[config.mk]
export PLATFORM = sky130hd
export DESIGN_NAME = pc_sequencer
export DESIGN_NICKNAME = d
export VERILOG_FILES = /design/src/rtl/pc_sequencer.sv
export SDC_FILE = /design/constraint.sdc
export NUM_CORES = 1
export LEC_CHECK = 0
export ABC_AREA = 1
export BUFFER_PORTS_ARGS = -buffer_cell sky130_fd_sc_hd__buf_2
export CORE_MARGIN = 8
export CORE_UTILIZATION = 50
export CTS_CLUSTER_SIZE = 24
export DETAILED_ROUTE_END_ITERATION = 6
export GPL_TIMING_DRIVEN = 0
export PLACE_DENSITY = 0.83
export REMOVE_ABC_BUFFERS = 1
export SLEW_MARGIN = 20
export SYNTH_ARGS = -nofsm -noshare
export SYNTH_HDL_FRONTEND = slang
export SYNTH_SLANG_ARGS = --single-unit
[constraint.sdc]
create_clock -name clk -period 7.5 [get_ports clk]
set_input_delay 1.125 -clock clk [delete_from_list [all_inputs] [get_ports clk]]
set_output_delay 1.125 -clock clk [all_outputs]
set_load 0.05 [all_outputs]
[src/rtl/pc_sequencer.sv]
// Program-counter sequencer: sequential advance, branch/jump redirect, BUSYWAIT stall.
// Optional saturating stall counter enabled by defining PC_SEQ_STALL_COUNT_EN.
module pc_sequencer #(
    parameter int unsigned          PC_WIDTH     = 32,
    parameter logic [PC_WIDTH-1:0]  RESET_VECTOR = '0,
    parameter int unsigned          INC          = 4
) (
    input  logic                clk,
    input  logic                reset,
    input  logic                busywait,
    input  logic                jump,
    input  logic                branch,
    input  logic                branch_ne,
    input  logic                zero,
    input  logic [7:0]          offset,
    output logic [PC_WIDTH-1:0] pc,
    output logic [PC_WIDTH-1:0] pc_plus4,
    output logic                taken,
    output logic                stalled
`ifdef PC_SEQ_STALL_COUNT_EN
    ,
    output logic [15:0]         stall_cycles
`endif
);

    typedef enum logic [1:0] {StBoot, StRun, StStall} state_t;

    state_t                state_q, state_d;
    logic [PC_WIDTH-1:0]   pc_q, pc_d;
    logic                  taken_q, taken_d;
    logic                  stalled_q, stalled_d;
    logic [PC_WIDTH-1:0]   offset_ext;
    logic [PC_WIDTH-1:0]   target;
    logic [PC_WIDTH-1:0]   next_pc;
    logic                  redirect;

    assign pc_plus4   = pc_q + PC_WIDTH'(INC);
    assign offset_ext = {{(PC_WIDTH-8){offset[7]}}, offset};
    assign target     = pc_plus4 + (offset_ext << 2);
    assign redirect   = jump | (branch & zero) | (branch_ne & ~zero);
    assign next_pc    = redirect ? target : pc_plus4;

    always_comb begin
        state_d   = state_q;
        pc_d      = pc_q;
        taken_d   = 1'b0;
        stalled_d = 1'b0;
        unique case (state_q)
            StBoot: begin
                // Hold the vector one cycle so the I-cache can fetch it.
                state_d = StRun;
            end
            StRun, StStall: begin
                if (busywait) begin
                    state_d   = StStall;
                    stalled_d = 1'b1;
                end else begin
                    state_d = StRun;
                    pc_d    = next_pc;
                    taken_d = redirect;
                end
            end
            default: state_d = StBoot;
        endcase
    end

    always_ff @(posedge clk) begin
        if (!reset) begin
            state_q   <= StBoot;
            pc_q      <= RESET_VECTOR;
            taken_q   <= 1'b0;
            stalled_q <= 1'b0;
        end else begin
            state_q   <= state_d;
            pc_q      <= pc_d;
            taken_q   <= taken_d;
            stalled_q <= stalled_d;
        end
    end

    assign pc      = pc_q;
    assign taken   = taken_q;
    assign stalled = stalled_q;

`ifdef PC_SEQ_STALL_COUNT_EN
    logic [15:0] stall_cnt_q;

    // The entry edge is spent in RUN, so only edges already in STALL count.
    always_ff @(posedge clk) begin
        if (!reset) begin
            stall_cnt_q <= '0;
        end else if ((state_q == StStall) && busywait && (stall_cnt_q != 16'hFFFF)) begin
            stall_cnt_q <= stall_cnt_q + 16'd1;
        end
    end

    assign stall_cycles = stall_cnt_q;
`endif

endmodule
==> impl_results.md <==
* I/O pin total at between 80 and 90
* Unique cell type count in the Yosys netlist at between 40 and 50
* First-pass GRT wire length at 22.94 mm
* Mux share of post-synthesis cell area at 0%
* Total CTS buffers at 5
* Clock transition at path regs at ~0.07 ns
* Area used by multi-input combinational logic at ~0.0033 mm²
* Static leakage at 2.815 nW
* Die Height at about 110 µm
* Largest net degree at the start of global routing at between 40 and 50
* Max Slew Vio Count at 0
* CORE AREA at between 0.008 and 0.009 mm²
* Kind of critical path: flop to output pin
* Cell family with most CP delay: simple AND/OR/NAND/NOR gates
* Total power at 1.194 mW
* # nets final at approximately 910
* Most used cell, CP: nand2_1
* Slowest stage delay, CP at about 0.4 ns
* Die area at around 0.012 mm²
* RSZ-0062 raised after global routing: false
* Tmin final at between 3 and 4 ns
* Xor and xnor fraction of the mapped netlist area at under 10%
* Synthesized area at roughly 0.0045 mm²
* Vias/cell at between 5 and 6
* Most common cell after layout, fill and taps aside: nand2_1
* Element type at the critical path start: flop
* Diode count at 0
* GP Congestion at 0.9551
* Final hold vios at 0
* Max-cap violations at 0
* Worst IR Drop VDD at just under 0.1 mV
* Crit share post-route at 47.40%
* Crit end category: output pin
* DIE WIDTH at 110.7 µm
* Most frequent cells in the layout: nand2_1 (235), inv_1 (113), buf_2 (76), nor2_1 (71), nand3_1 (60)
* Main combinational cell family by area after synthesis: simple AND/OR/NAND/NOR gates
* Layout cells sized above 1 at 14.39%
* Mapped Cells at roughly 800
* Final worst clock skew at 0.008202 ns
* Clk buf depth at 2
* Synth Warn # at 0
* Buffers added on ports at 76
* Wire per inst at roughly 14 µm
* Setup violators final at 0
* Fillers at around 880
* Average size of a mapped cell at around 5.7 µm²
* Simple-gate share of the synthesized area at between 40% and 50%
* CTS tree: built
* Worst-path cell chain: ha_1 -> nand2_1 -> inv_2 -> nand2_1 -> nor2_2 -> nand2_1 -> nor2_1 -> xor2_1 -> buf_2
* Post-synthesis adder-cell area fraction at 11.04%
* CP Data Arrival Time at 2.43 ns
* Hpwl dp at roughly 11 mm
* DR DRC count at 0
* # Post-CTS Setup Buffers at 0
* Slowest CP cell: dfxtp_1
* Worst min path class: flop to flop
* Initial antenna violation count at 0
* TNS Setup at 0 ns
* Pwr per Cell Area at between 200 and 250 mW/mm²
* Sequential fraction of the synthesis area at 15.17%
* Relative slew slack at a little under a third
* Final WL at between 10 and 15 mm
* Crit path buf inv count at 2
* Seq cells post-synth at 34
* Vias in the first global route at 4759
* Status: complete, no violations
* Register Area at ~700 µm²
* Compound-Gate Fraction of Synth Area at 14.72%
* Worst-skew pair later-pin latency at around 0.29 ns
* CP max FO at 5
* Standard-cell rows at 34
* Post-CTS Hold Buffers at 0
* Root buf cell: clkbuf_8
* Antenna Nets Post-Route at 0
* Global route overflow at 0
* Worst Tran Pin Value at 1.022 ns
* 1st-pass router iterations at 5
* All-layer global routing usage at a little over a fifth
* Vias at 5161
* Layout area overhead at 12.57%
* Initial Util at about 51%
* Clock sinks at 34
* WP data required at about 6.4 ns
* FMAX at ~280 MHz
* Iter 0 DRT Violations at slightly below 500
* CTS HTree Levels at 2
* PostCTS Resize Cnt at 0
-- cell type report --
class / instances / share of cell area (%)
Inverter: 114 / 8.470
Timing Repair Buffer: 77 / 7.925
Clock buffer: 6 / 1.634
Multi-Input combinational cell: 622 / 65.58
Sequential cell: 34 / 13.47
Clock inverter: 2 / 0.2476
Tap cell: 108 / 2.675
-- logic make-up after synthesis --
kind of cell / after synthesis
AOI/OAI and AO/OA: 121
xor gates and xnor gates: 20
adders and majority gates: 39
buffers and inverters: 132
DFF: 34
other: 1
and+or+nand+nor: 438
-- report_power, final --
part	switching (mW)	total (mW)	internal, mW	leakage [nW]
Clock	0.0713	0.145	0.0738	0.0472
Combinational	0.574	0.790	0.216	2.49
Sequential	0.0454	0.259	0.213	0.279
-- path summary, 6_finish.rpt --
kind / from / end / slack [ns] / depth (start not counted)
min: pc[16] / pc[16] / 0.51 / 2
min reg2reg: pc[16] / pc[16] / 0.51 / 2
max reg2reg: pc[2] / pc[29] / 4.04 / 18
max: pc[2] / pc_plus4[14] / 3.95 / 9
-- layer usage --
metal	vias up	routed length (µm)	track usage, %	share of wire [%]
li1	2659	-	-	-
met2	175	6171	35.81	45
met3	30	1048	3.247	7.6
met5	-	0	0	0
met4	0	371	8.829	2.7
met1	2297	6162	28.27	45
-- synthesized netlist by cell type, drive strengths merged --
library cell / instances / area share [%]
o21bai: 8 / 1.3
a21oi: 55 / 6.3
clkbuf: 9 / 0.75
nand3: 60 / 6.7
a221oi: 1 / 0.20
nor3: 19 / 2.6
a31oi: 9 / 1.3
nor3b: 1 / 0.17
nand2b: 1 / 0.14
dfxtp: 34 / 15
nand2: 240 / 21
a32o: 1 / 0.22
fa: 1 / 0.45
o21a: 1 / 0.17
a21o: 2 / 0.33
xnor2: 5 / 1.1
ha: 38 / 11
and2: 7 / 0.98
nand3b: 5 / 0.84
buf: 9 / 1.2
inv: 114 / 9.5
or2: 14 / 2.0
xor2: 15 / 3.4
nand4: 10 / 1.4
nor2: 81 / 7.7
o21ai: 44 / 4.9
conb: 1 / 0.084
-- flip-flops by register name, indices dropped and copies added, names as in the netlist --
name / cells
pc: 30
taken: 1
stalled: 1
state_q: 2
-- metrics by stage --
step           area [µm²]  hold WS (ns)  utilization, %  cells  setup WS [ns]
6_report             5052        0.5080           57.93    963          3.945
5_1_grt              5052        0.5569           57.93    963          3.755
4_1_cts              5052        0.5076           57.93    963          3.986
3_5_place_dp         4957        0.4973           56.84    955          4.097
3_3_place_gp         4927        0.4899           56.50    954          2.911
2_1_floorplan        4412        0.5186               -    770          3.531
-- worst min-delay path, stage by stage (launching register included) --
cell	delay (ns)
dfxtp_1	0.34
nand2_1	0.07
a21oi_1	0.06
(Power assumes the default switching activity.)
